`src/rtl/riscv_pkg.sv`:
```
// RV32I opcode constants, encoder format enum and FIFO payload type shared by the encoder files.
package riscv_pkg;

    localparam int unsigned INSTR_W = 32;
    localparam int unsigned OPC_W   = 7;

    localparam logic [OPC_W-1:0] OPC_LOAD   = 7'b0000011;
    localparam logic [OPC_W-1:0] OPC_OPIMM  = 7'b0010011;
    localparam logic [OPC_W-1:0] OPC_AUIPC  = 7'b0010111;
    localparam logic [OPC_W-1:0] OPC_STORE  = 7'b0100011;
    localparam logic [OPC_W-1:0] OPC_OP     = 7'b0110011;
    localparam logic [OPC_W-1:0] OPC_LUI    = 7'b0110111;
    localparam logic [OPC_W-1:0] OPC_BRANCH = 7'b1100011;
    localparam logic [OPC_W-1:0] OPC_JAL    = 7'b1101111;

    localparam logic [INSTR_W-1:0] NOP_INSTR = 32'h0000_0013;

    typedef enum logic [2:0] {
        FMT_R,
        FMT_I,
        FMT_S,
        FMT_B,
        FMT_U,
        FMT_J,
        FMT_BAD
    } enc_fmt_t;

    typedef struct packed {
        logic [INSTR_W-1:0] instr;
        logic               err;
    } enc_word_t;

    // Opcode to instruction format; anything outside RV32I base subset is FMT_BAD.
    function automatic enc_fmt_t opc_fmt(input logic [OPC_W-1:0] op);
        enc_fmt_t f;
        case (op)
            OPC_LOAD, OPC_OPIMM: f = FMT_I;
            OPC_STORE:           f = FMT_S;
            OPC_OP:              f = FMT_R;
            OPC_LUI, OPC_AUIPC:  f = FMT_U;
            OPC_BRANCH:          f = FMT_B;
            OPC_JAL:             f = FMT_J;
            default:             f = FMT_BAD;
        endcase
        return f;
    endfunction

endpackage

```
`src/rtl/enc_fifo.sv`:
```
// Synchronous valid/ready FIFO with synchronous flush; read data forced to zero while empty.
module enc_fifo #(
    parameter int unsigned W     = 43,
    parameter int unsigned DEPTH = 2
) (
    input  logic         clk,
    input  logic         rst_n,
    input  logic         clr,
    input  logic         wr_valid,
    output logic         wr_ready,
    input  logic [W-1:0] wr_data,
    output logic         rd_valid,
    input  logic         rd_ready,
    output logic [W-1:0] rd_data
);

    localparam int unsigned PW = $clog2(DEPTH);
    localparam int unsigned CW = PW + 1;

    logic [W-1:0]  mem [DEPTH];
    logic [PW-1:0] wr_ptr;
    logic [PW-1:0] rd_ptr;
    logic [CW-1:0] count;
    logic          full;
    logic          push;
    logic          pop;

    assign full     = (count == CW'(DEPTH));
    assign rd_valid = (count != '0);
    // A full FIFO may still take a word when the head leaves in the same cycle.
    assign wr_ready = !clr && (!full || rd_ready);
    assign push     = wr_valid && wr_ready;
    assign pop      = rd_valid && rd_ready && !clr;
    assign rd_data  = rd_valid ? mem[rd_ptr] : '0;

    always_ff @(posedge clk or negedge rst_n) begin
        if (!rst_n) begin
            wr_ptr <= '0;
            rd_ptr <= '0;
            count  <= '0;
        end else if (clr) begin
            wr_ptr <= '0;
            rd_ptr <= '0;
            count  <= '0;
        end else begin
            if (push) wr_ptr <= wr_ptr + PW'(1);
            if (pop)  rd_ptr <= rd_ptr + PW'(1);
            case ({push, pop})
                2'b10:   count <= count + CW'(1);
                2'b01:   count <= count - CW'(1);
                default: count <= count;
            endcase
        end
    end

    // Storage carries no reset; occupancy alone decides what is valid.
    always_ff @(posedge clk) begin
        if (push) mem[wr_ptr] <= wr_data;
    end

endmodule

```
`src/rtl/instr_encoder.sv`:
```
// RV32I field packer feeding an output FIFO, with IMEM address tagging and a word counter.
// Optional ENC_RANGE_CHECK_EN: also flag immediates that do not fit their format.
module instr_encoder
    import riscv_pkg::*;
#(
    parameter int unsigned nbits     = 32,
    parameter int unsigned AW        = 10,
    parameter int unsigned BASE_ADDR = 0,
    parameter int unsigned DEPTH     = 2
) (
    input  logic             clk,
    input  logic             rst_n,
    input  logic             clr,
    input  logic             in_valid,
    output logic             in_ready,
    input  logic [6:0]       opcode,
    input  logic [2:0]       funct3,
    input  logic [6:0]       funct7,
    input  logic [4:0]       rs1,
    input  logic [4:0]       rs2,
    input  logic [4:0]       rd,
    input  logic [nbits-1:0] imm,
    output logic             out_valid,
    input  logic             out_ready,
    output logic [31:0]      out_instr,
    output logic [AW-1:0]    out_addr,
    output logic             out_err,
    output logic [15:0]      word_cnt
);

    localparam int unsigned FW = INSTR_W + 1 + AW;

    enc_fmt_t       fmt;
    logic [31:0]    word;
    logic           err;
    logic           accept;
    logic           imm12_bad;
    logic           imm20_bad;
    logic           immu_bad;
    logic [AW-1:0]  addr;
    logic [FW-1:0]  wr_data;
    logic [FW-1:0]  rd_data;
    enc_word_t      wr_word;
    enc_word_t      rd_word;

`ifdef ENC_RANGE_CHECK_EN
    assign imm12_bad = !((&imm[31:11]) || !(|imm[31:11]));
    assign imm20_bad = !((&imm[31:19]) || !(|imm[31:19]));
    assign immu_bad  = |imm[11:0];
`else
    assign imm12_bad = 1'b0;
    assign imm20_bad = 1'b0;
    assign immu_bad  = 1'b0;
`endif

    // B and J immediates arrive in half-word units, so bit n here is byte-offset bit n+1.
    always_comb begin
        fmt  = opc_fmt(opcode);
        word = NOP_INSTR;
        err  = 1'b0;
        case (fmt)
            FMT_I: begin
                word = {imm[11:0], rs1, funct3, rd, opcode};
                err  = imm12_bad;
            end
            FMT_S: begin
                word = {imm[11:5], rs2, rs1, funct3, imm[4:0], opcode};
                err  = imm12_bad;
            end
            FMT_R: word = {funct7, rs2, rs1, funct3, rd, opcode};
            FMT_U: begin
                word = {imm[31:12], rd, opcode};
                err  = immu_bad;
            end
            FMT_B: begin
                word = {imm[11], imm[9:4], rs2, rs1, funct3, imm[3:0], imm[10], opcode};
                err  = imm12_bad;
            end
            FMT_J: begin
                word = {imm[19], imm[9:0], imm[10], imm[18:11], rd, opcode};
                err  = imm20_bad;
            end
            default: begin
                word = NOP_INSTR;
                err  = 1'b1;
            end
        endcase
    end

    assign accept = in_valid && in_ready;

    // Address and count advance on every accepted word, including illegal ones.
    always_ff @(posedge clk or negedge rst_n) begin
        if (!rst_n) begin
            addr     <= AW'(BASE_ADDR);
            word_cnt <= '0;
        end else if (clr) begin
            addr     <= AW'(BASE_ADDR);
            word_cnt <= '0;
        end else if (accept) begin
            addr <= addr + AW'(4);
            if (word_cnt != 16'hFFFF) word_cnt <= word_cnt + 16'd1;
        end
    end

    assign wr_word = '{instr: word, err: err};
    assign wr_data = {wr_word, addr};

    enc_fifo #(
        .W     (FW),
        .DEPTH (DEPTH)
    ) u_fifo (
        .clk      (clk),
        .rst_n    (rst_n),
        .clr      (clr),
        .wr_valid (in_valid),
        .wr_ready (in_ready),
        .wr_data  (wr_data),
        .rd_valid (out_valid),
        .rd_ready (out_ready),
        .rd_data  (rd_data)
    );

    assign {rd_word, out_addr} = rd_data;
    assign out_instr = rd_word.instr;
    assign out_err   = rd_word.err;

endmodule
```
`config.mk`:
```
export PLATFORM = sky130hd
export DESIGN_NAME = instr_encoder
export DESIGN_NICKNAME = d
export VERILOG_FILES = /design/src/rtl/riscv_pkg.sv /design/src/rtl/enc_fifo.sv /design/src/rtl/instr_encoder.sv
export SDC_FILE = /design/constraint.sdc
export NUM_CORES = 1
export LEC_CHECK = 0
export ABC_AREA = 1
export CORE_MARGIN = 3
export CORE_UTILIZATION = 61
export CTS_CLUSTER_SIZE = 40
export DETAILED_ROUTE_END_ITERATION = 12
export DONT_BUFFER_PORTS = 1
export PLACE_DENSITY = 0.74
export SYNTH_ARGS = -nofsm -noshare
export SYNTH_HDL_FRONTEND = slang
export SYNTH_SLANG_ARGS = --single-unit
```
`constraint.sdc`:
```
create_clock -name clk -period 7.4 [get_ports clk]
set_input_delay 1.85 -clock clk [delete_from_list [all_inputs] [get_ports clk]]
set_output_delay 1.85 -clock clk [all_outputs]
set_load 0.02 [all_outputs]
```
; Word level (Yosys, flattened, before mapping)
; Memory sizes are Yosys's and may differ from the RTL's.
; Cells that the tools add are included.
[op_classes]
addsub = 6
mul = 0
div_mod_pow = 0
n_lt_le_gt_ge = 0
eq_ne = 17
shift = 0
mux = 17
bitwise_logic = 0
reduce_logical = 17
[op_table]
columns = operator, count
row1 = case mux 32 bit (6 select lines), 1
row2 = two-way mux 16 bit, 3
row3 = two-way mux 43 bit, 1
row4 = "== test 7 x 6 -> 1 bit, second input constant", 3
row5 = two-way mux 10 bit, 2
row6 = case mux 3 bit (6 select lines), 1
row7 = "adder 16 x 1 -> 16 bit, second input constant", 1
row8 = "!= test 16 bit, second input constant", 1
row9 = "== test 7 x 5 -> 1 bit, second input constant", 2
row10 = "== test 7 bit, second input constant", 2
row11 = "adder 10 x 3 -> 10 bit, second input constant", 1
row12 = nonzero test 2 bit, 4
row13 = "== test 7 x 2 -> 1 bit, second input constant", 1
row14 = two-way mux 1 bit, 7
row15 = "== test 3 x 2 -> 1 bit, second input constant", 2
row16 = "== test 3 bit, second input constant", 2
row17 = OR reduction 6 bit, 1
row18 = "== test 2 bit, second input constant", 2
row19 = logical AND 1 bit, 4
row20 = case mux 2 bit (2 select lines), 1
row21 = OR reduction 2 bit, 2
row22 = "== test 3 x 1 -> 1 bit, second input constant", 1
row23 = logical NOT 3 bit, 1
row24 = nonzero test 3 bit, 1
row25 = other kinds (8), 10
[totals]
reg_bits = 30
latch_bits = 0
ramBits = 86
rom_bits = 0
in_bits = 69
n_memories = 1
[memory_table]
columns = name, depth, width, rd, rd_ports_with_merged_regs, wr, line
row1 = u_fifo.mem, 2, 43, 1, 0, 1, enc_fifo.sv:20  ; logic [W-1:0] mem [DEPTH];

; Depth between registers and ports, before layout
[depth]
word_depth = 8
depth_mapped = 11
ltp_nobuf = 10

; Modules after synthesis
; A second synthesis with hierarchy kept.
[unflattened]
hier_cells = 708
hier_area_um2 = 5944.5
[modules_own_cells]
columns = module, n_inst, cells_each, area_per_inst_um2, seq_area_each_um2
row1 = enc_fifo, 1, 271, 3475.8, 2682.6
row2 = instr_encoder, 1, 437, 2468.6, 600.6

; Worst setup path after synthesis
; OpenSTA, ideal clock, no wires.
[synth_path]
kind = input port to flip-flop
startpoint = in out_ready
endpoint = mem u_fifo.mem[0][10] (enable)
setup_ps = 441
t_arrival_ps = 3878
t_required_ps = 6959
slack_ps = 3081
cell_stages = 4
path_cell_list = inv_1 nand3_1 nand3_2 nor2_1
[synth_via]
elab_chain_len = 5
[synth_lines]
columns = item, line
row1 = start: declaration, instr_encoder.sv:24  ; input logic out_ready,
row2 = logical OR 1 bit, enc_fifo.sv:31  ; assign wr_ready = !clr && (!full || rd_ready);
row3 = logical AND 1 bit, enc_fifo.sv:31
row4 = logical AND 1 bit, enc_fifo.sv:32  ; assign push = wr_valid && wr_ready;
row5 = two-way mux 1 bit, enc_fifo.sv:58  ; if (push) mem[wr_ptr] <= wr_data;
row6 = two-way mux 1 bit (not written as such), enc_fifo.sv:58
row7 = end: declaration, enc_fifo.sv:20
; Every way passes these cells.

; Worst setup path in the final report
[layout_path]
startpoint = in clr
endpoint = out in_ready
[layout_via]
elab_chain_len = 2
[layout_lines]
columns = item, line
row1 = start: declaration, instr_encoder.sv:13  ; input logic clr,
row2 = logical NOT 1 bit, enc_fifo.sv:31
row3 = logical AND 1 bit, enc_fifo.sv:31
row4 = end: declaration, instr_encoder.sv:15  ; output logic in_ready,
; Every way passes these cells.

==> metrics.txt <==
outcome finished clean; Final Max Tran Viols 0; grt total ovfl 0; TritonCTS Sinks 110; IO Pins 130; Max Buffers Root-to-Sink 2; Crit path max-delay family buffers and inverters; reg2reg path depth 10; Critical Path Max Stage Delay 320 ps; CTS Hold Buffers Added 0; pwr/cell area roughly 240 nW/um^2; Yosys warnings 0; CP Class in2out; commonest non-fill, non-tap cell in the layout nand2_1; share of the synthesized area in the top cell type 0.433; worst slew pin tran 601 ps; skew final 16.6 ps; Crit-path slowest cell inv_2; DR WL/cell roughly 17 um; All-Layer GR Usage 0.261; Die Height 103 um; xor/xnor share of the synthesized area 0.00925; FF-to-FF setup slack 5210 ps; Seq pwr share 0.513; Setup WS post-layout 3100 ps; Resized cells post-CTS 0; RSZ-0062 raised after global routing no; Starting Density 0.639; switch share 0.366; crit-path max FO 26; average size of a mapped cell 8.34 um^2; Leak 2.45 nW; pin count of the biggest net entering global routing 43; Clk network pwr share 0.254; start of the worst register-to-register path word_cnt[0]; Total Wirelength 13.3 mm; number of H-tree levels 3; WHS Endpoint u_fifo.mem[1][8]; Ant. Diodes 0; relative slew slack 0.600; 1st-iter DRT viols between 300 and 400; Clock transition at path regs around 120 ps; Worst EP required 5550 ps; design internal power around 900 uW; layout net count between 700 and 800; synthesis-to-finish area growth 4.62%; hold path depth 0; Adder-Cell Fraction of Synth Area 0.00440; CP Capture Type primary output; Seq cells post-synth 110; RD Place Congestion 1.02; hold path startpoint addr[8]; CTS Buf Count 9; FP Rows 34; Post-Place Setup Slack slightly above 3000 ps; post-synthesis cell type count 32; CP Launch Type input port; total iterations of the first detailed-routing run 5; Synth Area in Compound Gates 0.103; P_sw 516 uW; Max IR drop VDD 135 uV; Core ar. approximately 8900 um^2; CTS tree yes; Crit path arrival time roughly 2500 ps; initial antenna violation count 0; Final Hold Viols 0; Clock Tree Root clkbuf_8; die area 10,500 um^2; final number of setup-violating endpoints 0; Final Core Density 0.669; Gate power share 0.233; reg2reg end word_cnt[7]; simple-gate share of the synthesized area 0.263; Final Power 1.41 mW; critical path, cell by cell inv_2 -> nand2_1 -> inv_1; maxcap violations 0; commonest cells after routing, fill and taps aside nand2_1, edfxtp_1, a21oi_1, inv_1, nor2_1; vias per cell 5.86; Final Hold Slack 520 ps; first-pass GRT wire length 21.4 mm; sequential share of the synthesized area 0.557; antenna viol nets, final 0; setup TNS 0 ps; Post-Synthesis Cells 681; final worst-path cycle share 0.581; Mapped Area 5680 um^2; Tmin final 4300 ps; Buf/Inv on CP 2; fmax between 200 and 250 MHz; worst-skew pair later-pin latency 370 ps; Post-CTS Setup Inserts 0; count of input and output buffers 0; Synth area leader edfxtp_1; number of global-route vias before repair 4,366; routed vias approximately 4,600; DP Wirelength 9.10 mm; share of layout cells above drive strength 1 0.0515; dominant cells by area after synthesis edfxtp_1, nand2_1, dfrtp_1; die width 103 um; drc violations 0; multiplexer share of the synthesized area 0; hold crit path type reg2reg; largest family of logic cells by synthesized area simple AND/OR/NAND/NOR gates
==> metrics by stage <==
step | std cells | instance area [um^2]
2_1_floorplan | 685 | 5700
3_3_place_gp | 771 | 5750
3_5_place_dp | 771 | 5750
4_1_cts | 787 | 5940
5_1_grt | 787 | 5940
6_report | 787 | 5940
==> flip-flops by register name (all words and copies together), names as in the netlist <==
name,cells
u_fifo.mem,82
word_cnt,16
addr,8
u_fifo.count,2
u_fifo.rd_ptr,1
u_fifo.wr_ptr,1
==> power by group through the flow <==
stage	logic, mW	clock network [mW]	registers, mW
2_1_floorplan	0.266	0	0.732
3_3_place_gp	0.324	0	0.734
5_1_grt	0.363	0.387	0.727
4_1_cts	0.332	0.364	0.723
3_5_place_dp	0.331	0	0.736
6_report	0.328	0.357	0.723
==> worst max-delay path by stage <==
stage                    from  cells after the start  slack, ps                end
finish                    clr                      3       3100           in_ready
global route              clr                      3       3010           in_ready
CTS                       clr                      3       3100           in_ready
detailed placement        clr                      3       3100           in_ready
global placement          clr                      3       3110           in_ready
floorplan           out_ready                      4       3080  u_fifo.mem[0][10]
==> final cells by class <==
class	count	area (um^2)
inverters	58	218
repair buffers	5	37.5
fillers	735	2950
multi-input cells	490	2200
flip-flops and latches	110	3160
well taps	108	135
clock buffers	9	124
clock inverters	7	71.3
==> cells in the mapped netlist <==
| master | instances |
|---|---|
| o22ai_1 | 1 |
| dfrtp_1 | 28 |
| o21ai_1 | 4 |
| buf_4 | 4 |
| o21bai_1 | 2 |
| ha_1 | 2 |
| nand2b_1 | 1 |
| o21ai_0 | 45 |
| nand3_2 | 1 |
| nand3_1 | 28 |
| nor2_2 | 1 |
| xnor2_1 | 1 |
| or2_2 | 1 |
| nand2_2 | 3 |
| a21oi_1 | 56 |
| nor3_4 | 1 |
| nor3_1 | 6 |
| nor2_1 | 49 |
| nand2_1 | 250 |
| xor2_1 | 5 |
| buf_1 | 1 |
| clkinv_1 | 1 |
| inv_1 | 54 |
| conb_1 | 2 |
| edfxtp_1 | 82 |
| o211ai_1 | 3 |
| inv_2 | 3 |
| buf_6 | 2 |
| clkbuf_1 | 17 |
| o21ai_2 | 2 |
| nand4_1 | 22 |
| buf_2 | 3 |
==> cell families after synthesis <==
group | after synthesis
fa+ha+maj | 2
simple gates | 363
xor+xnor | 6
compound gates | 113
flops | 110
other cells | 2
buf+inv | 85
==> routing by layer <==
| metal | vias up | track usage | wire, um |
|---|---|---|---|
| met4 | 0 | 0.0858 | 244 |
| met3 | 20 | 0.0535 | 969 |
| met2 | 198 | 0.436 | 6550 |
| met1 | 2154 | 0.342 | 5490 |
| li1 | 2242 | - | - |
| met5 | - | 0 | 0 |
(Power assumes the default switching activity.)
